**src/rtl/jam_pkg.sv**
```systemverilog
// Shared defaults and types for the jam cost-lookup arbiter.
package jam_pkg;

  localparam int unsigned DEF_NUM_REQ   = 4;
  localparam int unsigned DEF_BURST_LEN = 8;
  localparam int unsigned DEF_IDX_W     = 3;
  localparam int unsigned DEF_COST_W    = 7;

  // Engine that holds top priority right after reset.
  localparam int unsigned RR_FIRST = 0;

  typedef enum logic {
    IDLE  = 1'b0,
    GRANT = 1'b1
  } jam_state_e;

endpackage

```
**src/rtl/jam_cost_arbiter_if.sv**
```systemverilog
// Engine-side request/lookup bus plus the cost-table port of the arbiter.
interface jam_cost_arbiter_if #(
  parameter int unsigned NUM_REQ = jam_pkg::DEF_NUM_REQ,
  parameter int unsigned IDX_W   = jam_pkg::DEF_IDX_W,
  parameter int unsigned COST_W  = jam_pkg::DEF_COST_W
);
  localparam int unsigned ID_W = (NUM_REQ > 1) ? $clog2(NUM_REQ) : 1;

  logic [NUM_REQ-1:0]       REQ;
  logic [NUM_REQ-1:0]       LK_VLD;
  logic [NUM_REQ*IDX_W-1:0] REQ_W;
  logic [NUM_REQ*IDX_W-1:0] REQ_J;
  logic [NUM_REQ-1:0]       GNT;
  logic [IDX_W-1:0]         W;
  logic [IDX_W-1:0]         J;
  logic [COST_W-1:0]        Cost;
  logic                     RSP_VLD;
  logic [ID_W-1:0]          RSP_ID;
  logic [COST_W-1:0]        RSP_COST;
  logic                     BUSY;

  modport master (
    output REQ, LK_VLD, REQ_W, REQ_J, Cost,
    input  GNT, W, J, RSP_VLD, RSP_ID, RSP_COST, BUSY
  );

  modport slave (
    input  REQ, LK_VLD, REQ_W, REQ_J, Cost,
    output GNT, W, J, RSP_VLD, RSP_ID, RSP_COST, BUSY
  );
endinterface

```
**src/rtl/jam_rr_pick.sv**
```systemverilog
// Combinational rotating-priority picker: first requester after ptr wins.
module jam_rr_pick #(
  parameter int unsigned NUM_REQ = 4,
  parameter int unsigned ID_W    = 2
) (
  input  logic [NUM_REQ-1:0] req,
  input  logic [ID_W-1:0]    ptr,
  output logic [NUM_REQ-1:0] win_oh,
  output logic [ID_W-1:0]    win_idx
);

  always_comb begin
    int unsigned c;
    logic        found;
    win_oh  = '0;
    win_idx = '0;
    found   = 1'b0;
    c       = 0;
    for (int unsigned i = 1; i <= NUM_REQ; i++) begin
      c = 32'(ptr) + i;
      if (c >= NUM_REQ) c = c - NUM_REQ;
      if (!found && req[ID_W'(c)]) begin
        found                = 1'b1;
        win_oh[ID_W'(c)]     = 1'b1;
        win_idx              = ID_W'(c);
      end
    end
  end

endmodule

```
**src/rtl/jam_cost_arbiter.sv**
```systemverilog
// Grants whole lookup bursts round-robin, drives the cost table and routes
// each returned cost back tagged with its requester.
module jam_cost_arbiter
  import jam_pkg::*;
#(
  parameter int unsigned NUM_REQ   = DEF_NUM_REQ,
  parameter int unsigned BURST_LEN = DEF_BURST_LEN,
  parameter int unsigned IDX_W     = DEF_IDX_W,
  parameter int unsigned COST_W    = DEF_COST_W,
  parameter int unsigned ROM_LAT   = 0
) (
  input logic               CLK,
  input logic               RST_N,
  jam_cost_arbiter_if.slave bus
);

  localparam int unsigned ID_W    = (NUM_REQ > 1) ? $clog2(NUM_REQ) : 1;
  localparam int unsigned CNT_W   = $clog2(BURST_LEN + 1);
  localparam int unsigned RST_PTR = (RR_FIRST + NUM_REQ - 1) % NUM_REQ;

  jam_state_e          state;
  logic [ID_W-1:0]     gidx;
  logic [ID_W-1:0]     ptr;
  logic [CNT_W-1:0]    cnt;
  logic [ROM_LAT:0]    tag_vld;
  logic [ID_W-1:0]     tag_id [ROM_LAT+1];

  logic [NUM_REQ-1:0]  pick_oh;
  logic [ID_W-1:0]     pick_idx;
  logic                keep_c;
  logic                accept_c;
  logic                last_c;
  logic [IDX_W-1:0]    sel_w_c;
  logic [IDX_W-1:0]    sel_j_c;

  jam_rr_pick #(.NUM_REQ(NUM_REQ), .ID_W(ID_W)) u_pick (
    .req     (bus.REQ),
    .ptr     (ptr),
    .win_oh  (pick_oh),
    .win_idx (pick_idx)
  );

  assign keep_c   = bus.REQ[gidx];
  assign accept_c = bus.GNT[gidx] && bus.REQ[gidx] && bus.LK_VLD[gidx];
  assign last_c   = (cnt == CNT_W'(BURST_LEN - 1));
  assign sel_w_c  = bus.REQ_W[gidx*IDX_W +: IDX_W];
  assign sel_j_c  = bus.REQ_J[gidx*IDX_W +: IDX_W];

  always_ff @(posedge CLK or negedge RST_N) begin
    if (!RST_N) begin
      state        <= IDLE;
      gidx         <= '0;
      ptr          <= ID_W'(RST_PTR);
      cnt          <= '0;
      tag_vld      <= '0;
      for (int i = 0; i <= int'(ROM_LAT); i++) tag_id[i] <= '0;
      bus.GNT      <= '0;
      bus.W        <= '0;
      bus.J        <= '0;
      bus.RSP_VLD  <= 1'b0;
      bus.RSP_ID   <= '0;
      bus.RSP_COST <= '0;
      bus.BUSY     <= 1'b0;
    end else begin
      // Tag pipeline tracks which engine owns the cost arriving ROM_LAT+1 edges later.
      tag_vld[0] <= accept_c;
      tag_id[0]  <= gidx;
      for (int i = 1; i <= int'(ROM_LAT); i++) begin
        tag_vld[i] <= tag_vld[i-1];
        tag_id[i]  <= tag_id[i-1];
      end

      bus.RSP_VLD <= tag_vld[ROM_LAT];
      if (tag_vld[ROM_LAT]) begin
        bus.RSP_ID   <= tag_id[ROM_LAT];
        bus.RSP_COST <= bus.Cost;
      end
      bus.BUSY <= (state == GRANT) || (|tag_vld);

      unique case (state)
        IDLE: begin
          if (|bus.REQ) begin
            state   <= GRANT;
            bus.GNT <= pick_oh;
            gidx    <= pick_idx;
            cnt     <= '0;
          end
        end
        GRANT: begin
          if (!keep_c) begin
            state   <= IDLE;
            bus.GNT <= '0;
            ptr     <= gidx;
          end else if (accept_c) begin
            bus.W <= sel_w_c;
            bus.J <= sel_j_c;
            cnt   <= cnt + CNT_W'(1);
            if (last_c) begin
              state   <= IDLE;
              bus.GNT <= '0;
              ptr     <= gidx;
            end
          end
        end
        default: state <= IDLE;
      endcase
    end
  end

endmodule

```
**src/flat_wrapper.sv**
```systemverilog
// flat-port wrapper written by rule: the top's interface ports become plain ports
module jam_cost_arbiter_flat import jam_pkg::*;
#(
  parameter int unsigned NUM_REQ   = DEF_NUM_REQ,
  parameter int unsigned BURST_LEN = DEF_BURST_LEN,
  parameter int unsigned IDX_W     = DEF_IDX_W,
  parameter int unsigned COST_W    = DEF_COST_W,
  parameter int unsigned ROM_LAT   = 0
)
  (CLK, RST_N, bus_REQ, bus_LK_VLD, bus_REQ_W, bus_REQ_J, bus_Cost, bus_GNT, bus_W, bus_J, bus_RSP_VLD, bus_RSP_ID, bus_RSP_COST, bus_BUSY);
  jam_cost_arbiter_if #(.NUM_REQ(NUM_REQ), .IDX_W(IDX_W), .COST_W(COST_W)) bus_i ();
  input logic CLK;
  input logic RST_N;
  input wire logic [$bits(bus_i.REQ)-1:0] bus_REQ;
  input wire logic [$bits(bus_i.LK_VLD)-1:0] bus_LK_VLD;
  input wire logic [$bits(bus_i.REQ_W)-1:0] bus_REQ_W;
  input wire logic [$bits(bus_i.REQ_J)-1:0] bus_REQ_J;
  input wire logic [$bits(bus_i.Cost)-1:0] bus_Cost;
  output wire logic [$bits(bus_i.GNT)-1:0] bus_GNT;
  output wire logic [$bits(bus_i.W)-1:0] bus_W;
  output wire logic [$bits(bus_i.J)-1:0] bus_J;
  output wire logic [$bits(bus_i.RSP_VLD)-1:0] bus_RSP_VLD;
  output wire logic [$bits(bus_i.RSP_ID)-1:0] bus_RSP_ID;
  output wire logic [$bits(bus_i.RSP_COST)-1:0] bus_RSP_COST;
  output wire logic [$bits(bus_i.BUSY)-1:0] bus_BUSY;
  assign bus_i.REQ = bus_REQ;
  assign bus_i.LK_VLD = bus_LK_VLD;
  assign bus_i.REQ_W = bus_REQ_W;
  assign bus_i.REQ_J = bus_REQ_J;
  assign bus_i.Cost = bus_Cost;
  assign bus_GNT = bus_i.GNT;
  assign bus_W = bus_i.W;
  assign bus_J = bus_i.J;
  assign bus_RSP_VLD = bus_i.RSP_VLD;
  assign bus_RSP_ID = bus_i.RSP_ID;
  assign bus_RSP_COST = bus_i.RSP_COST;
  assign bus_BUSY = bus_i.BUSY;
  jam_cost_arbiter #(.NUM_REQ(NUM_REQ), .BURST_LEN(BURST_LEN), .IDX_W(IDX_W), .COST_W(COST_W), .ROM_LAT(ROM_LAT)) u_core (.CLK(CLK), .RST_N(RST_N), .bus(bus_i));
endmodule
```
**config.mk**
```make
export PLATFORM = sky130hd
export DESIGN_NAME = jam_cost_arbiter_flat
export DESIGN_NICKNAME = d
export VERILOG_FILES = /design/src/rtl/jam_pkg.sv /design/src/rtl/jam_cost_arbiter_if.sv /design/src/rtl/jam_rr_pick.sv /design/src/rtl/jam_cost_arbiter.sv /design/src/flat_wrapper.sv
export SDC_FILE = /design/constraint.sdc
export NUM_CORES = 1
export LEC_CHECK = 0
export CAP_MARGIN = 20
export CORE_MARGIN = 5
export CORE_UTILIZATION = 55
export CTS_CLUSTER_DIAMETER = 150
export CTS_CLUSTER_SIZE = 28
export DETAILED_ROUTE_END_ITERATION = 16
export DONT_BUFFER_PORTS = 1
export GPL_TIMING_DRIVEN = 0
export MAX_ROUTING_LAYER = met4
export PLACE_DENSITY = 0.7
export SETUP_SLACK_MARGIN = 0.2
export SLEW_MARGIN = 40
export SYNTH_ARGS = -nofsm -noshare
export SYNTH_HDL_FRONTEND = slang
export SYNTH_SLANG_ARGS = --single-unit
```
**constraint.sdc**
```tcl
create_clock -name CLK -period 6.2 [get_ports CLK]
set_input_delay 0.62 -clock CLK [delete_from_list [all_inputs] [get_ports CLK]]
set_output_delay 0.62 -clock CLK [all_outputs]
set_load 0.01 [all_outputs]
```
==> out/results.tsv <==
stage	metric	value	unit
outcome	status	complete, no violations	
critical_path	WS Path Type	reg2reg	
timing	Rel. slew slack	0.488	
timing	final hold vios	0	
critical_path	WP data required	6.36	ns
clock_network	clock transition at the registers of the reported paths	0.07	ns
logic_synthesis	Mean Syn Cell Area	12.1	sq um
timing	Slew Limit Fails	0	
logic_synthesis	Post-synth EDFFs	0	
clock_network	total CTS buffers	5	
logic_synthesis	most numerous cell in the Yosys netlist	dfrtp_1	
clock_network	CTS Hold Buffers Added	0	
floorplan	IO Count	62	
clock_network	clk buf depth	2	
critical_path	element type at the critical path end	flop	
timing	worst-margin pin slew	0.766	ns
flow_run	Max Cap Viol	0	
global_routing	vias in the first global route	1454	
clock_network	CTS tree	built	
final_layout	area grow syn2layout	9.12	%
critical_path	origin of the critical flop-to-flop path	u_core.ptr[0]	
timing	Clock Skews	0.00673	ns
clock_network	H-tree depth	2	
final_layout	fin area	2210	sq um
placed_design	I/O Buffers	0	
power_and_ir_drop	Power Density	521	nW/um^2
logic_synthesis	Syn Inst Count	168	
logic_synthesis	Yosys warning count	0	
critical_path	FF-to-FF path depth	9	
final_layout	Fill cells	309	
logic_synthesis	Synth Flop Type	dfrtp_1	
critical_path	Worst setup SP type	flop	
floorplan	die area	5000	sq um
floorplan	Die Y	70.7	microns
timing	Final setup viols	0	
logic_synthesis	Seq cells post-synth	33	
logic_synthesis	fraction of registers with async set/reset	1.00	
clock_network	Clk Tree Root Cell	clkbuf_8	
global_routing	first-pass GRT wire length	6930	microns
floorplan	core area	3610	sq um
timing	period utilisation layout	0.430	
final_layout	area of the multi-input gates	1100	sq um
min_path	Hold WC Path Type	in2async	
floorplan	Starting Density	0.563	
critical_path	Crit Path Max Fanout	10	
drt	TritonRoute pass-1 iters	4	
drt	antenna-violating nets left	0	
logic_synthesis	synthesized area	2030	sq um
timing	RSZ-0062 raised after global routing	false	
drt	per-cell routed wire length	18.1	microns
final_layout	Ant. Diodes	0	
logic_synthesis	count of cell types in the netlist	40	
clock_network	clk_lat worst skew	0.29	ns
logic_synthesis	commonest cells in the netlist	31 x dfrtp_1, 14 x a21oi_1, 13 x mux2_2	
logic_synthesis	share of the synthesized area in the top cell type	0.382	
power_and_ir_drop	maximum vdd drop	0.233	mV
clock_network	Setup Buffers After CTS	0	
logic_synthesis	Syn Nets	218	
global_routing	Congestion Overflow GR	0	
power_and_ir_drop	Overall Power	1.15	mW
clock_network	post-CTS sizing	0	
floorplan	Rows	22	
placed_design	placed cell area	2090	sq um
critical_path	crit path DAT	2.83	ns
timing	Fin Setup TNS	0	ns
drt	via/cell ratio	6.04	
logic_synthesis	Seq/Total Area, Yosys	0.408	
logic_synthesis	Synth area leader	dfrtp_1	
critical_path	worst r2r dst	u_core.bus.GNT[0]	
placed_design	routability cong.	0.844	
power_and_ir_drop	P_leak	0.974	nW
global_routing	total track usage	0.177	
drt	Initial DRC Count	56	
clock_network	TritonCTS Sinks	33	
timing	FMAX	0.375	GHz
critical_path	FF-to-FF setup slack	3.53	ns
final_layout	area taken by flip-flops and latches	828	sq um
drt	Residual DRC	0	
placed_design	post-DP HPWL	3110	microns
final_layout	fraction of layout cells with a size suffix above 1	0.282	
final_layout	nets	226	
logic_synthesis	Synth area leaders	dfrtp_1 38%, mux4_1 7.8%, mux2_2 7.2%	
floorplan	Die Width	70.7	microns
timing	Final min period	2.67	ns
drt	vias	1359	
drt	drt total wl	4080	microns
global_routing	initial antenna violation count	0	
global_routing	maximum number of pins on one net before global-route repair	34	
[metal layers]
metal,share of wire,vias up,routed length (microns),global-route usage
met3,0.047,8,191,0.0469
met4,0.017,0,70,0.0752
met1,0.39,677,1570,0.192
li1,-,642,-,-
met5,0,-,0,-
met2,0.55,32,2240,0.305
[power breakdown]
group / internal [mW] / total, mW / switching (mW)
combinational: 0.270 / 0.520 / 0.250
sequential: 0.321 / 0.434 / 0.114
clock: 0.120 / 0.201 / 0.0806
total: 0.710 / 1.15 / 0.444
[flip-flops by register name, summed over array words and instances (netlist names)]
name                 count
u_core.bus.RSP_VLD       1
u_core.bus.W             3
u_core.tag_vld           1
u_core.ptr               2
u_core.bus.RSP_ID        2
u_core.gidx              2
u_core.bus.BUSY          1
u_core.state             1
u_core.cnt               4
u_core.bus.RSP_COST      7
u_core.tag_id            2
u_core.bus.J             3
u_core.bus.GNT           4
[cells by family (layout without fill, tap and decap cells)]
group,count (synthesis),in the layout,share of synthesized area
adder cells (fa/ha/maj),9,9,0.0555
AND/OR/NAND/NOR,41,41,0.115
multiplexers,32,32,0.244
buffers and inverters,17,26,0.0506
AO/OA/AOI/OAI,36,36,0.127
flip-flops,33,33,0.408
[placed cells by master (no fill, tap or decap), types with 2 or more instances in the layout]
cell type  instances
inv_1              6
o31ai_1            2
a221oi_1           4
buf_2              4
nand3_1            5
nor2_1             5
clkbuf_8           5
mux2_4             7
buf_4              3
a21oi_1           14
o21ai_0            5
buf_6              3
mux4_2             2
dfstp_2            2
mux2i_1            4
dfrtp_1           31
nor3b_1            3
nand2_1            8
nor2b_1            6
mux4_1             6
ha_1               9
nor3_1             2
or2_2              2
and2_1             4
and3b_1            2
mux2_2            13
o221ai_1           2
[final cells by class]
cell class	instances	share of cell area
well taps	48	0.0271
clock inverters	3	0.0209
plain buffers	11	0.0362
repair buffers	1	0.00452
inverters	6	0.0102
multi-input cells	118	0.496
clock buffers	5	0.0311
flip-flops and latches	33	0.374
[worst max path at each step]
stage / from / endpoint / slack [ns] / depth (start not counted)
after floorplan: u_core.ptr[0] / u_core.bus.GNT[2] / 3.82 / 9
after global placement: u_core.ptr[0] / u_core.bus.GNT[2] / 3.59 / 9
after detailed placement: u_core.ptr[0] / u_core.bus.GNT[0] / 3.57 / 9
after CTS: u_core.ptr[0] / u_core.bus.GNT[0] / 3.55 / 9
after global routing: u_core.ptr[0] / u_core.bus.GNT[0] / 3.35 / 9
final: u_core.ptr[0] / u_core.bus.GNT[0] / 3.53 / 9
[through the flow]
| step | setup slack (ns) | std cells | hold slack (ns) | utilization |
|---|---|---|---|---|
| final | 3.53 | 225 | 0.0228 | 0.614 |
| after global routing | 3.35 | 225 | 0.00548 | 0.614 |
| after CTS | 3.55 | 224 | 0.00517 | 0.611 |
| after detailed placement | 3.57 | 216 | 0.325 | 0.579 |
| after global placement | 3.59 | 216 | 0.325 | 0.579 |
| after floorplan | 3.82 | 168 | 0.324 | - |
[worst max-delay path, stage by stage, from the launching register on]
cell      delay [ns]
dfstp_2         0.61
buf_6           0.16
inv_1           0.13
ha_1            0.30
buf_2           0.21
mux2_2          0.35
mux2i_1         0.28
nor2b_1         0.09
a221oi_1        0.28
a21oi_1         0.11
Note: power is estimated with default switching activity, not from simulation.
